$ cat src/rtl/pin_capture.sv
// Measures high/low phase widths and cycle count of an asynchronous pin via a register map.
// Register reads return one clock after the address is presented; there is no backpressure and writes always complete.
module pin_capture #(
    parameter int POSITION = 0
) (
    input  logic        clk,
    input  logic        reset,
    input  logic [20:0] addr,
    input  logic [15:0] data_in,
    input  logic        wr,
    output logic [15:0] data_out,
    input  logic        pin_in,
    output logic        done
);

    localparam logic [20:0] A_CMD    = 21'd0;
    localparam logic [20:0] A_CYCLES = 21'(POSITION + 4);
    localparam logic [20:0] A_HIGH   = 21'(POSITION + 8);
    localparam logic [20:0] A_LOW    = 21'(POSITION + 12);
    localparam logic [20:0] A_CCOUNT = 21'(POSITION + 16);
    localparam logic [20:0] A_STATUS = 21'(POSITION + 20);

    localparam logic [15:0] CMD_START = 16'd1;
    localparam logic [15:0] CMD_STOP  = 16'd2;
    localparam logic [15:0] CNT_MAX   = 16'hFFFF;

    typedef enum logic [2:0] {
        S_IDLE,
        S_ARM,
        S_HIGH,
        S_LOW,
        S_DONE
    } state_t;

    state_t      state_q, state_d;
    logic [15:0] high_time_q, high_time_d;
    logic [15:0] low_time_q, low_time_d;
    logic [15:0] cycle_count_q, cycle_count_d;
    logic [15:0] cycles_q, cycles_d;
    logic [15:0] cnt_q, cnt_d;
    logic        overflow_q, overflow_d;
    logic        sync1_q, sync2_q, pin_prev_q;
    logic [15:0] data_out_q, data_out_d;

    logic        cmd_start, cmd_stop;
    logic        pin_rise, pin_fall;
    logic        cnt_at_max;
    logic [15:0] cnt_sat;
    logic [15:0] cycle_count_inc;
    logic        running;

    assign cmd_start = wr && (addr == A_CMD) && (data_in == CMD_START);
    assign cmd_stop  = wr && (addr == A_CMD) && (data_in == CMD_STOP);

    // sync2_q is the synchronised pin; pin_prev_q is its one-cycle-old copy
    assign pin_rise = sync2_q & ~pin_prev_q;
    assign pin_fall = ~sync2_q & pin_prev_q;

    assign cnt_at_max      = (cnt_q == CNT_MAX);
    assign cnt_sat         = cnt_at_max ? CNT_MAX : cnt_q + 16'd1;
    assign cycle_count_inc = cycle_count_q + 16'd1;

    assign running  = (state_q == S_ARM) || (state_q == S_HIGH) || (state_q == S_LOW);
    assign done     = (state_q == S_DONE);
    assign data_out = data_out_q;

    always_comb begin
        state_d       = state_q;
        high_time_d   = high_time_q;
        low_time_d    = low_time_q;
        cycle_count_d = cycle_count_q;
        cnt_d         = cnt_q;
        overflow_d    = overflow_q;

        if (cmd_start) begin
            // START from any state re-arms and wipes the previous measurement
            state_d       = S_ARM;
            high_time_d   = 16'd0;
            low_time_d    = 16'd0;
            cycle_count_d = 16'd0;
            cnt_d         = 16'd0;
            overflow_d    = 1'b0;
        end else if (cmd_stop && running) begin
            state_d = S_IDLE;
            cnt_d   = 16'd0;
        end else begin
            unique case (state_q)
                S_ARM: begin
                    if (pin_rise) begin
                        state_d = S_HIGH;
                        cnt_d   = 16'd1;
                    end
                end
                S_HIGH: begin
                    if (pin_fall) begin
                        high_time_d = cnt_q;
                        cnt_d       = 16'd1;
                        state_d     = S_LOW;
                    end else begin
                        cnt_d = cnt_sat;
                        if (cnt_at_max) overflow_d = 1'b1;
                    end
                end
                S_LOW: begin
                    if (pin_rise) begin
                        low_time_d    = cnt_q;
                        cycle_count_d = cycle_count_inc;
                        cnt_d         = 16'd1;
                        if ((cycles_q != 16'd0) && (cycle_count_inc == cycles_q))
                            state_d = S_DONE;
                        else
                            state_d = S_HIGH;
                    end else begin
                        cnt_d = cnt_sat;
                        if (cnt_at_max) overflow_d = 1'b1;
                    end
                end
                default: begin
                end
            endcase
        end
    end

    always_comb begin
        cycles_d = cycles_q;
        if (wr && (addr == A_CYCLES)) cycles_d = data_in;
    end

    always_comb begin
        data_out_d = 16'd0;
        case (addr)
            A_HIGH:   data_out_d = high_time_q;
            A_LOW:    data_out_d = low_time_q;
            A_CCOUNT: data_out_d = cycle_count_q;
            A_STATUS: data_out_d = {12'd0, overflow_q, running, done, sync2_q};
            default:  data_out_d = 16'd0;
        endcase
    end

    always_ff @(posedge clk or negedge reset) begin
        if (!reset) begin
            state_q       <= S_IDLE;
            high_time_q   <= 16'd0;
            low_time_q    <= 16'd0;
            cycle_count_q <= 16'd0;
            cycles_q      <= 16'd0;
            cnt_q         <= 16'd0;
            overflow_q    <= 1'b0;
            sync1_q       <= 1'b0;
            sync2_q       <= 1'b0;
            pin_prev_q    <= 1'b0;
            data_out_q    <= 16'd0;
        end else begin
            state_q       <= state_d;
            high_time_q   <= high_time_d;
            low_time_q    <= low_time_d;
            cycle_count_q <= cycle_count_d;
            cycles_q      <= cycles_d;
            cnt_q         <= cnt_d;
            overflow_q    <= overflow_d;
            sync1_q       <= pin_in;
            sync2_q       <= sync1_q;
            pin_prev_q    <= sync2_q;
            data_out_q    <= data_out_d;
        end
    end

endmodule
$ cat config.mk
export PLATFORM = sky130hd
export DESIGN_NAME = pin_capture
export DESIGN_NICKNAME = d
export VERILOG_FILES = /design/src/rtl/pin_capture.sv
export SDC_FILE = /design/constraint.sdc
export NUM_CORES = 1
export LEC_CHECK = 0
export ABC_AREA = 0
export BUFFER_PORTS_ARGS = -buffer_cell sky130_fd_sc_hd__buf_4
export CAP_MARGIN = 20
export CORE_MARGIN = 2
export CORE_UTILIZATION = 24
export CTS_BUF_LIST = sky130_fd_sc_hd__clkbuf_4 sky130_fd_sc_hd__clkbuf_8
export DETAILED_ROUTE_END_ITERATION = 8
export RECOVER_POWER = 25
export SETUP_SLACK_MARGIN = 0.5
export SKIP_LAST_GASP = 1
export SLEW_MARGIN = 20
export SYNTH_ARGS = -nofsm -noshare
export SYNTH_HDL_FRONTEND = slang
export SYNTH_SLANG_ARGS = --single-unit
export TNS_END_PERCENT = 5
$ cat constraint.sdc
create_clock -name clk -period 2.3 [get_ports clk]
set_input_delay 0.46 -clock clk [delete_from_list [all_inputs] [get_ports clk]]
set_output_delay 0.46 -clock clk [all_outputs]
set_load 0.02 [all_outputs]
Yosys cells after proc, flatten, opt, wreduce, memory -nomap -nowiden
Cells that the tools add are included.
{ "op_classes": {"addsub": 2, "n_eq_ne": 19, "mux": 33, "n_bitwise": 4, "reduce_logical": 21} }
{ "ops": {"columns": ["operator", "count"], "rows": [
  ["2-to-1 mux 16 bit", 18],
  ["one-hot mux 16 bit (4 select lines)", 1],
  ["one-hot mux 16 bit (3 select lines)", 1],
  ["== test 21 x 4 -> 1 bit, second input constant", 2],
  ["== test 21 x 5 -> 1 bit, second input constant", 2],
  ["adder 16 x 1 -> 16 bit, second input constant", 2],
  ["== test 21 x 3 -> 1 bit, second input constant", 1],
  ["logical NOT 21 bit", 1],
  ["2-to-1 mux 3 bit", 6],
  ["== test 16 x 1 -> 1 bit, second input constant", 1],
  ["== test 16 bit", 1],
  ["== test 16 bit, second input constant", 1],
  ["== test 16 x 2 -> 1 bit, second input constant", 1],
  ["nonzero test 16 bit", 1],
  ["inequality test 4 x 3 -> 1 bit, second input constant", 3],
  ["one-hot mux 3 bit (3 select lines)", 1],
  ["AND reduction 4 bit", 2],
  ["nonzero test 2 bit", 4],
  ["== test 3 x 2 -> 1 bit, second input constant", 2],
  ["logical AND 1 bit", 6],
  ["inequality test 3 bit, second input constant", 2],
  ["AND reduction 3 bit", 2],
  ["2-to-1 mux 1 bit", 5],
  ["nonzero test 5 bit", 1],
  ["other kinds (9)", 12]
]} }
{ "totals": {"ff_bits": 103, "inputBits": 41} }

Logic depth before layout (Yosys ltp)
Gate-level depths: netlist (run 1).
{ "logic_depth": {"ltp_word": 8, "depth_mapped": 10, "depth_no_buf": 7} }

Worst setup path before layout (run 1)
No wires, ideal clock.
{ "synth_path": {"path_kind": "flip-flop to flip-flop", "from": "register cycle_count_q[1]", "to": "register state_q[1]", "arrival_ps": 2067, "required_time_ps": 2172, "setup_slack_ps": 105, "stages_incl_launch_ff": 8, "period_less_slack_ps": 2195, "path_cell_list": "dfrtp_1 -> ha_1 -> nand3_1 -> nor4_1 -> o221ai_1 -> or4b_1 -> nor4_2 -> nor2_1"} }
{ "synth_between": {"elab_chain_cells": 8} }
{ "synth_rtl": {"columns": ["item", "line_no", "text"], "rows": [
  ["start, declared", "38", "logic [15:0] cycle_count_q, cycle_count_d;"],
  ["start signal, assigned", "157", "cycle_count_q <= cycle_count_d;"],
  ["adder 16 x 1 -> 16 bit", "61", "assign cycle_count_inc = cycle_count_q + 16'd1;"],
  ["== test 16 bit", "109", "if ((cycles_q != 16'd0) && (cycle_count_inc == cycles_q))"],
  ["logical AND 1 bit", "109", null],
  ["2-to-1 mux 3 bit", "109", null],
  ["2-to-1 mux 3 bit", "105", "if (pin_rise) begin"],
  ["one-hot mux 3 bit (3 select lines)", "87", "unique case (state_q)"],
  ["2-to-1 mux 3 bit", "83", "end else if (cmd_stop && running) begin"],
  ["2-to-1 mux 3 bit", "75", "if (cmd_start) begin"],
  ["end signal, assigned", "154", "state_q <= state_d;"],
  ["end, declared", "35", "state_t state_q, state_d;"]
]} }
Every way passes these cells. The select of a mux whose other input is x is not followed.
A chain may end at the register's enable or synchronous reset.

Worst setup path after layout (run 1)
{ "layout_path": {"from": "register cycle_count_q[5]", "to": "register state_q[2]"} }
Same word-level chain as after synthesis.

==> flow_summary_export.csv, run 1 <==
group,metric,value,unit
outcome,status,"finished clean",
layout,num_antenna_cells,0,
critical_path,crit_chain,"xnor2_2, or3_4, a2111oi_4, or4b_4, nor4_4, o21a_1",
global_routing,grt_pass1_wl,25400,um
layout,fin_cells,988,
power_and_ir_drop,p_clk_frac,0.191,
critical_path,slowest_delay,510,ps
clocking,clk_pin_slew,100,ps
power_and_ir_drop,internal_power,3.644,mW
layout,drive_gt1_frac,0.3016,
drt,drt_wl_total,15710,um
clocking,numCtsBuffers,9,
drt,ant_nets,0,
synth,synth.area.top_cells,"dfrtp_1, nand2_1, o21ai_1",
critical_path,cp_num_buf_inv,0,
sta,skew,11.76,ps
drt,dr_total_vias,4895,
floorplan,die_w,155.1,um
power_and_ir_drop,p_sw,2.228,mW
sta,fmax,0.4419,GHz
floorplan,die-area,24040,um2
sta,rsz0062_at_grt,"true",
critical_path,critPathMaxFanout,2,
drt,vias_per_cell,4.954,
sta,fin_ws,36.99,ps
floorplan,start_util,0.2434,
clocking,worst_skew_pair.late_latency,390,ps
sta,final-hold-violation-count,0,
sta,finalCritPeriodShare,0.9839,
synth,synth-compound-area-share,0.1538,
critical_path,path_delay_family,"simple AND/OR/NAND/NOR gates",
drt,drtPass1Iterations,5,
power_and_ir_drop,p_per_area,806.6,nW/um2
clocking,cts_tree,"done",
synth,synth.top_cell.area_share,0.4706,
hold_path,hold_class,"in2reg",
synth,synth-warning-count,0,
power_and_ir_drop,sw_frac_of_total,0.3794,
drt,routedWlPerCell,15.90,um
power_and_ir_drop,p_leak,3.091,nW
power_and_ir_drop,peakVddDrop,0.0003386,V
critical_path,cp_data_arrival_time,2590,ps
layout,fin_nets,742,
clocking,clock-sinks,103,
global_routing,grt_max_degree,36,
sta,setup_viol,0,
synth,ys_seq_elements,103,
power_and_ir_drop,comb_power_share,0.401,
global_routing,antenna_found_initial,0,
clocking,htreeDepth,3,
clocking,cts_root_buffer,"clkbuf_8",
placement,io_buffers,57,
critical_path,cp-start-kind,"flop",
floorplan,ioPinCount,58,
synth,yosysTopAreaCell,"dfrtp_1",
global_routing,grt_pass1_vias,4885,
layout,syn_to_final_growth,32.94,%
critical_path,crit_type,"reg2reg",
sta,report.final.slew_viol_count,0,
critical_path,r2r_slack,40,ps
synth,synth-edff-count,0,
placement,place_ws,-179.7,ps
drt,drc_errors,0,
synth,synth-xor-area-share,0.03518,
synth,yosysSeqAreaShare,0.4706,
floorplan,num_rows,55,
placement,dp_cells,951,
run,drv_cap,0,
sta,finalSetupTns,0,ps
synth,synth.most_common_cell,"dfrtp_1",
synth,ys_top_cells_by_count,"dfrtp_1, nand2_1, o21ai_1",
sta,worstMarginPinSlew,823.4,ps
critical_path,worst_ep_required_time,2620,ps
floorplan,core_area,22500,um2
synth,syn-num-nets,645,
critical_path,cp-end-kind,"flop",
synth,avgSynthCellArea,9.112,um2
synth,syn-cell-area,5477,um2
synth,synth_top_family_by_area,"simple AND/OR/NAND/NOR gates",
global_routing,grt-ovfl-total,0,
floorplan,die_h,155.1,um
synth,synth-async-reset-ratio,1.000,
placement,gp_congestion,0.8309,
clocking,cts.path.max_buffers,2,
synth,synth_mux_area_frac,0.06397,
sta,max_slew_margin,0.4511,
synth,synthAdderAreaFrac,0.006854,
global_routing,grtUsageTotal,0.1335,
power_and_ir_drop,pwr-share-seq,0.408,
synth,synthCells,601,
synth,ys.flop_type,"dfrtp_1",
placement,dp_hpwl,11210,um
synth,synthSimpleGateAreaFrac,0.2287,
sta,min_period,2263,ps
critical_path,cp_slowest_cell,"or4b_4",
drt,drt_iter0_drc,296,
synth,yosysUniqueCellTypes,63,
-- routing by layer --
layer  global-route usage  vias up  share of wire
met2               0.2252      105           0.50
met4              0.05820        0          0.026
met1               0.1697     2409           0.43
li1                     -     2358              -
met3              0.02089       23          0.045
met5                    0        -              0
-- stage by stage --
stage	hold slack, ps	util	total power, mW	instance area, um2
6_report	195.5	0.3235	5.873	7281
5_1_grt	177.9	0.3235	6.269	7281
4_1_cts	154.5	0.3091	5.509	6957
3_5_place_dp	335.8	0.2947	4.248	6633
3_3_place_gp	335.0	0.2947	4.214	6633
2_1_floorplan	164.4	-	3.503	5552
-- cell usage in the layout, fill, tap and decap left out, types with 3 or more instances in the layout --
| cell type | count |
|---|---|
| xnor2_1 | 16 |
| clkbuf_8 | 11 |
| dfrtp_2 | 12 |
| and2_1 | 5 |
| nand3b_1 | 4 |
| mux2_1 | 10 |
| mux2i_1 | 17 |
| and3_1 | 8 |
| xor2_1 | 4 |
| nor3_1 | 8 |
| nand3_1 | 36 |
| nor4_4 | 6 |
| a22oi_1 | 4 |
| a211oi_1 | 4 |
| or2_2 | 3 |
| or3_1 | 6 |
| or3_4 | 3 |
| inv_1 | 9 |
| dfrtp_1 | 91 |
| o21ai_1 | 47 |
| a31oi_1 | 3 |
| mux2_2 | 6 |
| buf_12 | 7 |
| nor4_1 | 9 |
| nand2_1 | 81 |
| nor2_1 | 29 |
| o31ai_1 | 4 |
| or4_1 | 5 |
| a21oi_1 | 35 |
| o22ai_1 | 4 |
| buf_6 | 3 |
| nand4_1 | 8 |
| buf_4 | 116 |
| o21ai_0 | 11 |
| nand3_2 | 3 |
-- cell type report --
class | count | area [um2]
fill | 2301 | 15220
multi-input combinational | 443 | 3028
sequential | 103 | 2592
timing repair buffer | 132 | 1080
tap | 285 | 356.6
clock buffer | 11 | 151.4
clock inverter | 5 | 38.79
inverter | 9 | 33.78
-- path summary, 6_finish.rpt --
| path | cells after the start | end | start |
|---|---|---|---|
| worst max-delay path | 6 | state_q[2] | cycle_count_q[5] |
| worst min-delay path | 1 | sync1_q | pin_in |
| worst max register to register | 6 | state_q[2] | cycle_count_q[5] |
| worst min register to register | 0 | sync2_q | sync1_q |
| max in group asynchronous | 3 | cnt_q[7] | reset |
| min in group asynchronous | 2 | cycles_q[9] | reset |
-- power by group through the flow --
stage               Sequential [mW]  Combinational, mW  Clock (mW)
finish                         2.40               2.35        1.12
global route                   2.44               2.60        1.23
CTS                            2.37               1.97        1.16
detailed placement             2.41               1.83           0
global placement               2.41               1.81           0
floorplan                      2.24               1.26           0
-- repair_timing --
item	4_1_cts	5_1_grt
setup endpoints to repair	72	90
pin swaps	5	19
hold buffers	1	0
resized for setup	15	50
setup buffers	8	12
hold endpoints to repair	3	0
-- sequential cells by signal, summed over array words and instances, names as in the netlist --
signal / cells
low_time_q: 16
high_time_q: 16
cycles_q: 16
sync1_q: 1
cycle_count_q: 16
overflow_q: 1
cnt_q: 16
pin_prev_q: 1
sync2_q: 1
state_q: 3
data_out: 16
-- cell families (layout without fill, tap and decap cells) --
group,Yosys count,count (layout)
AOI/OAI and AO/OA,142,142
xor gates and xnor gates,22,22
adders and majority gates,3,3
buffers and inverters,55,157
DFF,103,103
muxes,33,33
and+or+nand+nor,243,243
(Power assumes the default switching activity.)
==> run 2, diff against run 1 <==
==> constraint.sdc (replaced) <==
create_clock -name clk -period 2.3 [get_ports clk]
set_input_delay 0.345 -clock clk [delete_from_list [all_inputs] [get_ports clk]]
set_output_delay 0.345 -clock clk [all_outputs]
set_load 0.02 [all_outputs]
==> flow_summary_export.csv, run 2 (same netlist as run 1, synthesis figures left out) <==
group,metric,value,unit
drt,routedWlPerCell,15.91,um
sta,max_slew_margin,0.1811,
power_and_ir_drop,pwr-share-seq,0.429,
power_and_ir_drop,comb_power_share,0.358,
floorplan,num_rows,55,
clocking,worst_skew_pair.late_latency,400,ps
sta,min_period,2177,ps
sta,setup_viol,0,
critical_path,cp_num_buf_inv,0,
clocking,cts_tree,"done",
drt,drtPass1Iterations,4,
placement,io_buffers,57,
critical_path,cp-start-kind,"flop",
layout,n_fill_cell,2321,
critical_path,cp-end-kind,"flop",
sta,final-hold-violation-count,0,
outcome,status,"finished clean",
sta,finalSetupTns,0,ps
critical_path,cp_slowest_cell,"or4b_4",
clocking,numCtsBuffers,9,
drt,drc_errors,0,
power_and_ir_drop,p_sw,2.105,mW
placement,place_ws,-104.8,ps
floorplan,core_area,22500,um2
critical_path,crit_chain,"xnor2_1, or3_4, a2111oi_4, or4b_4, nor4_4, o21a_1",
power_and_ir_drop,p_clk_frac,0.213,
layout,fin_cells,969,
clocking,htreeDepth,3,
floorplan,die_h,155.1,um
sta,rsz0062_at_grt,"true",
sta,fin_ws,122.7,ps
drt,drt_iter0_drc,290,
global_routing,grt_max_degree,46,
placement,dp_hpwl,10990,um
placement,dp_cells,943,
drt,vias_per_cell,4.941,
critical_path,critPathMaxFanout,4,
layout,multi_input_area,2888,um2
sta,fmax,0.4593,GHz
global_routing,antenna_found_initial,0,
layout,drive_gt1_frac,0.2485,
layout,num_antenna_cells,0,
global_routing,grt-ovfl-total,0,
layout,layout_common_cells,"dfrtp_1, buf_4, nand2_1, o21ai_1, nand3_1",
floorplan,ioPinCount,58,
critical_path,crit_type,"reg2reg",
critical_path,slowest_delay,510,ps
sta,worstMarginPinSlew,1228,ps
sta,finalCritPeriodShare,0.9467,
clocking,cts.path.max_buffers,2,
power_and_ir_drop,peakVddDrop,0.0003742,V
power_and_ir_drop,p_leak,2.964,nW
drt,ant_nets,0,
critical_path,worst_ep_required_time,2640,ps
layout,regArea,2585,um2
hold_path,hold_class,"in2reg",
placement,gp_congestion,0.8230,
layout,syn_to_final_growth,28.08,%
power_and_ir_drop,p_per_area,802.7,nW/um2
floorplan,start_util,0.2434,
power_and_ir_drop,total_power,5.631,mW
layout,fin_nets,723,
power_and_ir_drop,internal_power,3.525,mW
clocking,clock-sinks,103,
floorplan,die_w,155.1,um
power_and_ir_drop,sw_frac_of_total,0.3739,
run,drv_cap,0,
critical_path,path_delay_family,"simple AND/OR/NAND/NOR gates",
clocking,clk_pin_slew,100,ps
global_routing,grtUsageTotal,0.1332,
drt,dr_total_vias,4788,
drt,drt_wl_total,15420,um
sta,skew,11.31,ps
layout,final_common_cell,"dfrtp_1",
critical_path,cp_data_arrival_time,2520,ps
floorplan,die-area,24040,um2
clocking,cts_root_buffer,"clkbuf_8",
global_routing,grt_pass1_wl,25540,um
sta,report.final.slew_viol_count,0,
global_routing,grt_pass1_vias,4810,
[run 2: cell count changes in the layout (fill, tap and decap cells not counted), sizes merged]
cell	before	now
clkbuf	15	14
bufinv	0	1
clkinv	2	4
buf	127	107
inv	11	10
[run 2: cell type report]
| class | count | area share |
|---|---|---|
| multi-input cells | 443 | 0.4117 |
| flip-flops and latches | 103 | 0.3685 |
| repair buffers | 113 | 0.1361 |
| well taps | 285 | 0.05084 |
| clock buffers | 9 | 0.01766 |
| clock inverters | 7 | 0.01035 |
| inverters | 9 | 0.004816 |
[run 2: layer usage]
layer / vias up / global-route usage / wire length, um
li1: 2316 / - / -
met1: 2373 / 0.1721 / 6943
met2: 77 / 0.2180 / 7522
met3: 22 / 0.02535 / 513
met4: 0 / 0.05732 / 439
met5: - / 0 / 0
[run 2: path summary, 6_finish.rpt]
path | startpoint | endpoint | slack, ps | depth (start not counted)
max | cycle_count_q[5] | state_q[2] | 120 | 6
min | pin_in | sync1_q | 90 | 1
max reg2reg | cycle_count_q[5] | state_q[2] | 120 | 6
min reg2reg | sync1_q | sync2_q | 360 | 0
max in group asynchronous | reset | cycle_count_q[0] | 540 | 3
min in group asynchronous | reset | cycles_q[9] | 740 | 2
[run 2: repair_timing]
action,in CTS,in global routing
gates resized for setup,13,23
pin swaps,0,5
endpoints found under the hold margin,41,0
buffers inserted,2,6
cloned,0,1
setup endpoints to repair,54,69
hold buffers,1,0
[run 2: power groups by stage]
stage | logic [mW] | clock network [mW] | registers (mW)
after floorplan | 1.26 | 0 | 2.24
after global placement | 1.78 | 0 | 2.42
after detailed placement | 1.81 | 0 | 2.43
after CTS | 1.91 | 1.23 | 2.40
after global routing | 2.23 | 1.29 | 2.45
final | 2.02 | 1.20 | 2.41
[run 2: per-stage QoR]
stage	utilization	area (um2)	hold WS (ps)
floorplan	-	5547	49.41
global placement	0.2929	6591	334.4
detailed placement	0.2929	6591	336.4
CTS	0.3053	6869	53.35
global route	0.3117	7014	79.01
finish	0.3117	7014	90.10
==> run 3, diff against run 2 <==
--- a/config.mk
+++ b/config.mk
@@ -12,6 +12,7 @@
 export CORE_UTILIZATION = 24
 export CTS_BUF_LIST = sky130_fd_sc_hd__clkbuf_4 sky130_fd_sc_hd__clkbuf_8
 export DETAILED_ROUTE_END_ITERATION = 8
+export PLACE_DENSITY = 0.48
 export RECOVER_POWER = 25
 export SETUP_SLACK_MARGIN = 0.5
 export SKIP_LAST_GASP = 1
==> flow_summary_export.csv, run 3 (same netlist as run 1, synthesis figures left out) <==
group,metric,value,unit
outcome,status,"finished clean",
clocking,cts.path.max_buffers,2,
global_routing,grt_max_degree,43,
power_and_ir_drop,peakVddDrop,0.0002722,V
sta,fmax,0.4467,GHz
clocking,cts_root_buffer,"clkbuf_8",
drt,dr_total_vias,4740,
sta,rsz0062_at_grt,"true",
run,drv_cap,0,
power_and_ir_drop,p_leak,3.011,nW
sta,min_period,2239,ps
drt,ant_nets,0,
hold_path,whs_path_depth,1,
global_routing,grt_pass1_vias,4788,
critical_path,setup.worst_path.start,"cycle_count_q[0]",
global_routing,grt-ovfl-total,0,
critical_path,r2r_slack,60,ps
clocking,numCtsBuffers,9,
placement,gp_congestion,0.7872,
clocking,cts_tree,"done",
floorplan,num_rows,55,
layout,num_antenna_cells,0,
drt,vias_per_cell,4.842,
layout,final_common_cell,"buf_4",
drt,drt_iter0_drc,260,
floorplan,die-area,24040,um2
layout,drive_gt1_frac,0.2622,
critical_path,critPathMaxFanout,5,
hold_path,hold_class,"in2reg",
critical_path,worst_ep_required_time,2620,ps
critical_path,crit_path_end,"state_q[2]",
floorplan,die_w,155.1,um
global_routing,grtUsageTotal,0.1383,
critical_path,crit_type,"reg2reg",
sta,holdWs,102.2,ps
clocking,htreeDepth,3,
sta,skew,20.05,ps
placement,dp_hpwl,11440,um
global_routing,grt_pass1_wl,26100,um
floorplan,core_area,22500,um2
sta,worstMarginPinSlew,907.9,ps
sta,max_slew_margin,0.3948,
critical_path,reg2reg_from,"cycle_count_q[0]",
placement,dp_cells,952,
clocking,clk_pin_slew,90,ps
clocking,clock-sinks,103,
global_routing,antenna_found_initial,0,
drt,drtPass1Iterations,4,
layout,fin_cells,979,
drt,routedWlPerCell,16.16,um
layout,stdcell_area,7066,um2
critical_path,cp_data_arrival_time,2560,ps
sta,report.final.slew_viol_count,0,
critical_path,reg2reg_to,"state_q[2]",
sta,setup_viol,0,
layout,fin_nets,733,
floorplan,die_h,155.1,um
hold_path,hold_start,"pin_in",
placement,place_area,6634,um2
placement,io_buffers,57,
floorplan,ioPinCount,58,
layout,syn_to_final_growth,29.02,%
critical_path,cp-start-kind,"flop",
floorplan,start_util,0.2434,
sta,final-hold-violation-count,0,
layout,layout_common_cells,"buf_4, dfrtp_1, nand2_1, o21ai_1, nand3_1",
power_and_ir_drop,p_per_area,816.8,nW/um2
power_and_ir_drop,total_power,5.771,mW
critical_path,r2r_cells,7,
sta,finalCritPeriodShare,0.9734,
clocking,worst_skew_pair.late_latency,400,ps
drt,drc_errors,0,
critical_path,cp-end-kind,"flop",
drt,drt_wl_total,15820,um
-- run 3: cell count changes in the layout (fill, tap and decap cells not counted), sizes merged --
cell / delta
buf: +12
clkinv: -3
clkinvlp: -1
inv: +2
-- run 3: area by class of cell --
class / count / area, um2
Multi-Input combinational cell: 443 / 2874
Sequential cell: 103 / 2582
Inverter: 9 / 33.78
Clock inverter: 5 / 61.31
Tap cell: 285 / 356.6
Timing Repair Buffer: 123 / 1012
Clock buffer: 11 / 145.1
Fill cell: 2359 / 15440
-- run 3: metrics by stage --
step | utilization | setup slack (ps) | TNS [ps]
finish | 0.3140 | 61.15 | 0
floorplan | - | 164.1 | 0
detailed placement | 0.2948 | -188.5 | -397.0
global placement | 0.2948 | -196.0 | -380.8
CTS | 0.3089 | -87.58 | -171.4
global route | 0.3140 | -9.753 | -14.57
-- run 3: worst min-delay path by stage --
stage                           to
final                      sync1_q
after global routing       sync1_q
after CTS                  sync1_q
after detailed placement   sync2_q
after global placement     sync2_q
after floorplan           cnt_q[0]
-- run 3: metal layers --
layer  wire [um]  vias up  part of all wire  track usage
li1            -     2324                 -            -
met1        7094     2338              0.45       0.1783
met2        7941       60              0.50       0.2370
met3         512       18             0.032      0.02089
met4         268        0             0.017      0.04718
met5           0        -                 0            0
-- run 3: where the power goes --
part           internal [mW]  switching, mW
Clock                  0.556          0.679
Sequential              2.07          0.326
Combinational           1.03           1.12
Total                   3.65           2.12
-- run 3: repair_timing --
action	CTS	global route
resized for setup	11	20
endpoints found under the hold margin	32	0
setup buffers	6	4
setup endpoints to repair	49	69
hold buffers	1	0
pin swaps	2	5
-- run 3: worst max-delay path, cell delays in order, from the launching register on --
cell       delay, ps
dfrtp_2          460
buf_4            160
buf_4            160
xnor2_2          160
a2111oi_4        340
or4b_4           530
nor4_4           230
o21a_1           150
